--- src/rtl/riscv_pkg.sv ---
// Shared fetch-path types and constants: machine widths, PC increment and
// the {pc, instr} record buffered between fetch and decode.
package riscv_pkg;
    localparam int XLEN = 32;
    localparam int ILEN = 32;
    localparam logic [XLEN-1:0] PC_STEP = 32'd4;

    typedef struct packed {
        logic [XLEN-1:0] pc;
        logic [ILEN-1:0] instr;
    } fetch_entry_t;
endpackage

--- src/rtl/instr_fetch_if.sv ---
// Fetch front-end bundle: ROM request bus, execute redirect and decode
// output port. master = fetch unit, slave = its environment.
interface instr_fetch_if;
    import riscv_pkg::*;

    logic [XLEN-1:0] ibus_addr;
    logic [ILEN-1:0] ibus_data;
    logic            ibus_valid;
    logic            ibus_ready;
    logic            redirect_valid;
    logic [XLEN-1:0] redirect_pc;
    logic            out_valid;
    logic            out_ready;
    logic [XLEN-1:0] out_pc;
    logic [ILEN-1:0] out_instr;

    modport master (
        output ibus_addr, ibus_valid, out_valid, out_pc, out_instr,
        input  ibus_data, ibus_ready, redirect_valid, redirect_pc, out_ready
    );

    modport slave (
        input  ibus_addr, ibus_valid, out_valid, out_pc, out_instr,
        output ibus_data, ibus_ready, redirect_valid, redirect_pc, out_ready
    );
endinterface

--- src/rtl/fetch_fifo.sv ---
// Synchronous FIFO of fetch entries with a single-cycle flush.
// Head reads as zero while empty so downstream never sees stale data.
module fetch_fifo
    import riscv_pkg::*;
#(
    parameter int DEPTH = 4
) (
    input  logic         clk,
    input  logic         reset_n,
    input  logic         push,
    input  logic         pop,
    input  logic         flush,
    input  fetch_entry_t din,
    output logic         full,
    output logic         empty,
    output fetch_entry_t head
);
    localparam int AW = $clog2(DEPTH);
    localparam int CW = AW + 1;

    logic [AW-1:0] wr_ptr, rd_ptr;
    logic [CW-1:0] count;
    fetch_entry_t  mem [DEPTH];
    logic          do_push, do_pop;

    assign full  = (count == CW'(DEPTH));
    assign empty = (count == '0);
    // Flush overrides both sides; a push is never taken while full.
    assign do_push = push && !full && !flush;
    assign do_pop  = pop && !empty && !flush;
    assign head    = empty ? '0 : mem[rd_ptr];

    always_ff @(posedge clk or negedge reset_n) begin
        if (!reset_n) begin
            wr_ptr <= '0;
            rd_ptr <= '0;
            count  <= '0;
        end else if (flush) begin
            wr_ptr <= '0;
            rd_ptr <= '0;
            count  <= '0;
        end else begin
            if (do_push) wr_ptr <= wr_ptr + AW'(1);
            if (do_pop)  rd_ptr <= rd_ptr + AW'(1);
            case ({do_push, do_pop})
                2'b10:   count <= count + CW'(1);
                2'b01:   count <= count - CW'(1);
                default: count <= count;
            endcase
        end
    end

    always_ff @(posedge clk) begin
        if (do_push) mem[wr_ptr] <= din;
    end
endmodule

--- src/rtl/instr_fetch.sv ---
// Instruction fetch front-end: PC register, one-word-per-cycle ROM requests,
// {pc, instr} buffering toward decode, and redirect-driven flush/restart.
module instr_fetch
    import riscv_pkg::*;
#(
    parameter logic [XLEN-1:0] RESET_PC   = 32'h0000_0000,
    parameter int              FIFO_DEPTH = 4
) (
    input  logic           clk,
    input  logic           reset_n,
    instr_fetch_if.master  bus
);
    logic [XLEN-1:0] pc;
    logic            started;
    logic            full, empty, fire;
    fetch_entry_t    push_entry, head;

    // Request only from registered state and redirect; never from ibus_ready.
    assign bus.ibus_valid = started && !full && !bus.redirect_valid;
    assign bus.ibus_addr  = {pc[XLEN-1:2], 2'b00};
    assign fire           = bus.ibus_valid && bus.ibus_ready;

    assign push_entry.pc    = {pc[XLEN-1:2], 2'b00};
    assign push_entry.instr = bus.ibus_data;

    assign bus.out_valid = !empty;
    assign bus.out_pc    = head.pc;
    assign bus.out_instr = head.instr;

    always_ff @(posedge clk or negedge reset_n) begin
        if (!reset_n) begin
            pc      <= RESET_PC;
            started <= 1'b0;
        end else begin
            started <= 1'b1;
            if (bus.redirect_valid)
                pc <= {bus.redirect_pc[XLEN-1:2], 2'b00};
            else if (fire)
                pc <= pc + PC_STEP;
        end
    end

    fetch_fifo #(.DEPTH(FIFO_DEPTH)) u_fifo (
        .clk     (clk),
        .reset_n (reset_n),
        .push    (fire),
        .pop     (bus.out_valid && bus.out_ready),
        .flush   (bus.redirect_valid),
        .din     (push_entry),
        .full    (full),
        .empty   (empty),
        .head    (head)
    );
endmodule

--- src/flat_wrapper.sv ---
// flat-port wrapper written by rule: the top's interface ports become plain ports
module instr_fetch_flat import riscv_pkg::*;
#(
    parameter logic [XLEN-1:0] RESET_PC   = 32'h0000_0000,
    parameter int              FIFO_DEPTH = 4
)
  (clk, reset_n, bus_ibus_addr, bus_ibus_valid, bus_out_valid, bus_out_pc, bus_out_instr, bus_ibus_data, bus_ibus_ready, bus_redirect_valid, bus_redirect_pc, bus_out_ready);
  instr_fetch_if bus_i ();
  input  logic clk;
  input  logic reset_n;
  output wire logic [$bits(bus_i.ibus_addr)-1:0] bus_ibus_addr;
  output wire logic [$bits(bus_i.ibus_valid)-1:0] bus_ibus_valid;
  output wire logic [$bits(bus_i.out_valid)-1:0] bus_out_valid;
  output wire logic [$bits(bus_i.out_pc)-1:0] bus_out_pc;
  output wire logic [$bits(bus_i.out_instr)-1:0] bus_out_instr;
  input wire logic [$bits(bus_i.ibus_data)-1:0] bus_ibus_data;
  input wire logic [$bits(bus_i.ibus_ready)-1:0] bus_ibus_ready;
  input wire logic [$bits(bus_i.redirect_valid)-1:0] bus_redirect_valid;
  input wire logic [$bits(bus_i.redirect_pc)-1:0] bus_redirect_pc;
  input wire logic [$bits(bus_i.out_ready)-1:0] bus_out_ready;
  assign bus_ibus_addr = bus_i.ibus_addr;
  assign bus_ibus_valid = bus_i.ibus_valid;
  assign bus_out_valid = bus_i.out_valid;
  assign bus_out_pc = bus_i.out_pc;
  assign bus_out_instr = bus_i.out_instr;
  assign bus_i.ibus_data = bus_ibus_data;
  assign bus_i.ibus_ready = bus_ibus_ready;
  assign bus_i.redirect_valid = bus_redirect_valid;
  assign bus_i.redirect_pc = bus_redirect_pc;
  assign bus_i.out_ready = bus_out_ready;
  instr_fetch #(.RESET_PC(RESET_PC), .FIFO_DEPTH(FIFO_DEPTH)) u_core (.clk(clk), .reset_n(reset_n), .bus(bus_i));
endmodule
--- config.mk ---
export PLATFORM = sky130hd
export DESIGN_NAME = instr_fetch_flat
export DESIGN_NICKNAME = d
export VERILOG_FILES = /design/src/rtl/riscv_pkg.sv /design/src/rtl/instr_fetch_if.sv /design/src/rtl/fetch_fifo.sv /design/src/rtl/instr_fetch.sv /design/src/flat_wrapper.sv
export SDC_FILE = /design/constraint.sdc
export NUM_CORES = 1
export LEC_CHECK = 0
export BUFFER_PORTS_ARGS = -buffer_cell sky130_fd_sc_hd__buf_2
export CORE_MARGIN = 4
export CORE_UTILIZATION = 40
export DETAILED_ROUTE_END_ITERATION = 7
export GPL_ROUTABILITY_DRIVEN = 0
export PLACE_DENSITY_LB_ADDON = 0.3
export SYNTH_ARGS = -nofsm -noshare
export SYNTH_HDL_FRONTEND = slang
export SYNTH_HIERARCHICAL = 1
export SYNTH_SLANG_ARGS = --single-unit
--- constraint.sdc ---
create_clock -name clk -period 4.55 [get_ports clk]
set_clock_uncertainty 0.05 [all_clocks]
set_input_delay 0.6825 -clock clk [delete_from_list [all_inputs] [get_ports clk]]
set_output_delay 0.6825 -clock clk [all_outputs]
set_load 0.02 [all_outputs]
==> flow_metrics.env <==
export IMPL_grt_first_pass_wirelength_um=40600
export IMPL_cp_start_kind="register"
export IMPL_crit_fanout=40
export IMPL_layout_drive_gt1_share=0.331
export IMPL_routed_wl_um=26100
export IMPL_clk_pin_slew_ps=60
export IMPL_drc_errors=0
export IMPL_fin_crit_sh=0.736
export IMPL_setup_violations_final=0
export IMPL_cts_hold_buf=0
export IMPL_grt_start_max_net_pins=66
export IMPL_slowest_delay_ps=810
export IMPL_drt_iter0_markers=384
export IMPL_synth_seq_area_share=0.708
export IMPL_ys_async_sr_fraction=0.129
export IMPL_synth_edff_count=256
export IMPL_slowest_stage="dfrtp_4"
export IMPL_timing_fmax_mhz=299
export IMPL_post_synth_top_area_cell="edfxtp_1"
export IMPL_final_nets=944
export IMPL_globalRouteOverflowTotal=0
export IMPL_ys_types=59
export IMPL_netlist_area_um2=12200
export IMPL_synthTopCellsByArea="edfxtp_1, mux4_2, dfrtp_1"
export IMPL_clk_path_buf_depth=3
export IMPL_boundaryPins=167
export IMPL_chipHeight_um=183
export IMPL_total_leakage_power_nw=5.04
export IMPL_clockRootBuffer="clkbuf_16"
export IMPL_post_cts_resized=0
export IMPL_peakVddDrop_uv=191
export IMPL_htreeDepth=2
export IMPL_critical_path_top_delay_family="flip-flops"
export IMPL_worstSkewPairLatency_ps=490
export IMPL_cts_sinks=294
export IMPL_setup_tns_ps=0
export IMPL_grt_util_all_layers=0.156
export IMPL_rsz0062_at_grt="no"
export IMPL_yosysWarnings=6
export IMPL_syn_inst=694
export IMPL_ant_nets=0
export IMPL_synth_ff_type="edfxtp_1"
export IMPL_path_cells="buf_12, mux4_2, and2_1, buf_2"
export IMPL_post_cts_setup_buffers=0
export IMPL_r2r_start="u_core/u_fifo/count[0]"
export IMPL_antenna_found_initial=0
export IMPL_cts_tree="done"
export IMPL_antenna_diode_count=0
export IMPL_r2r_slack_ps=1370
export IMPL_dr_total_vias=6738
export IMPL_status="complete, no violations"
export IMPL_max_cap_violations=0
export IMPL_r2r_cells=8
export IMPL_critical_path_buf_inv_count=2
export IMPL_final_hold_viol_count=0
export IMPL_pwr_density_cell_nw_per_um2=395
export IMPL_min_path_type="in -> async"
export IMPL_start_util=0.409
export IMPL_crit_required_ps=3820
export IMPL_die_x_um=183
export IMPL_criticalPathCategory="reg -> out"
export IMPL_final_common_cell="edfxtp_1"
export IMPL_endpoint_kind="primary output"
export IMPL_avgSynthCellArea_um2=17.6
export IMPL_synth_top_area_share=0.630
export IMPL_mostFrequentLayoutCells="edfxtp_1, buf_2, mux4_2, and2_1, dfrtp_1"
export IMPL_dp_hpwl_um=15900
export IMPL_maxSlewHeadroom=0.309
export IMPL_tightestPinTransition_ps=1040
export IMPL_ys_ff_latch=294
export IMPL_numCtsBuffers=34
export IMPL_coreArea_um2=29900
export IMPL_wl_per_cell_um=20.3
export IMPL_grt_pass1_vias=6985
export IMPL_reg2reg_to="u_core/u_fifo/mem[3][3]"
export IMPL_slew_violations=0
export IMPL_firstDrtPassIters=5
export IMPL_port_buffers=162
export IMPL_finalPower_mw=5.70
export IMPL_critPathArrivalTime_ps=2620
export IMPL_area_growth_pct=18.2
export IMPL_num_rows=63
export IMPL_detail_route_vias_per_cell=5.25
export IMPL_dieArea_um2=33400
export IMPL_period_needed_ps=3350
==> registers in the layout, summed over array words and instances, names as in the netlist <==
register / flops
u_core/u_fifo/rd_ptr: 2
u_core/pc: 30
u_core/started: 1
u_core/u_fifo/mem: 256
u_core/u_fifo/count: 3
u_core/u_fifo/wr_ptr: 2
==> cell type report <==
class / instances / area, um2
Fill cell: 2522 / 15500
Inverter: 12 / 45.0
Timing Repair Buffer: 175 / 946
Sequential cell: 294 / 8650
Clock buffer: 42 / 902
Multi-Input combinational cell: 352 / 3310
Tap cell: 390 / 488
Clock inverter: 18 / 88.8
==> how the worst max path moves through the flow <==
stage | cells past startpoint | start | to | slack [ps]
floorplan | 6 | bus_redirect_valid | u_core/u_fifo/mem[0][0] | 1220
global placement | 8 | u_core/u_fifo/count[0] | u_core/u_fifo/mem[3][25] | 1370
detailed placement | 8 | u_core/u_fifo/count[2] | u_core/u_fifo/mem[2][37] | 1370
CTS | 4 | u_core/u_fifo/rd_ptr[0] | bus_out_pc[16] | 1100
global route | 4 | u_core/u_fifo/rd_ptr[0] | bus_out_pc[16] | 1000
finish | 4 | u_core/u_fifo/rd_ptr[0] | bus_out_instr[1] | 1200
==> metal layers <==
layer | vias up | track usage | part of all wire
met4 | 0 | 0.0291 | 0.013
met5 | - | 0 | 0
met2 | 209 | 0.249 | 0.48
li1 | 3089 | - | -
met1 | 3411 | 0.225 | 0.45
met3 | 29 | 0.0313 | 0.057
==> logic make-up (layout without fill, tap and decap cells) <==
family / after synthesis / count (layout) / synth area share
and+or+nand+nor: 193 / 193 / 0.0956
xor gates and xnor gates: 14 / 14 / 0.0100
buffers and inverters: 57 / 247 / 0.0248
adders and majority gates: 6 / 6 / 0.00677
other: 2 / 11 / 0.000615
DFF: 294 / 294 / 0.708
AOI/OAI and AO/OA: 61 / 61 / 0.0338
muxes: 67 / 67 / 0.121
==> synth_stat cells (5+ instances only) <==
| library cell | instances |
|---|---|
| edfxtp_1 | 256 |
| and2_1 | 68 |
| mux4_2 | 64 |
| dfrtp_1 | 38 |
| nand2_1 | 28 |
| nor2_1 | 21 |
| clkbuf_1 | 18 |
| o21ai_0 | 15 |
| buf_2 | 14 |
| or4_1 | 14 |
| a31oi_1 | 13 |
| inv_1 | 12 |
| nand3_1 | 12 |
| o31ai_1 | 12 |
| nand4_1 | 10 |
| xnor2_1 | 8 |
| buf_6 | 7 |
| nor4_1 | 6 |
| xor2_1 | 6 |
| buf_4 | 5 |
| ha_1 | 5 |
| or3_1 | 5 |
==> power by group <==
part | switching [mW] | internal, mW | leakage (nW)
logic | 0.136 | 0.0846 | 1.79
registers | 0.0800 | 2.99 | 2.76
clock network | 1.00 | 1.41 | 0.486
==> through the flow <==
| stage | hold WS (ps) | utilization | cells | setup slack (ps) | cell area, um2 |
|---|---|---|---|---|---|
| after detailed placement | 541 | 0.450 | 1223 | 1370 | 13400 |
| final | 278 | 0.483 | 1283 | 1200 | 14400 |
| after floorplan | 337 | - | 703 | 1220 | 12200 |
| after global routing | 333 | 0.483 | 1283 | 1000 | 14400 |
| after global placement | 533 | 0.450 | 1223 | 1370 | 13400 |
| after CTS | 301 | 0.483 | 1283 | 1100 | 14400 |
==> worst register-to-register path, stage by stage, from the launching register on <==
cell and delay, ps:
dfrtp_1 590, nor3b_1 90, buf_4 180, nand4bb_4 250
inv_1 340, nand2b_1 160, nor2_1 250, and2_4 580
buf_4 350
No activity file was read; power rests on OpenSTA's default activity.
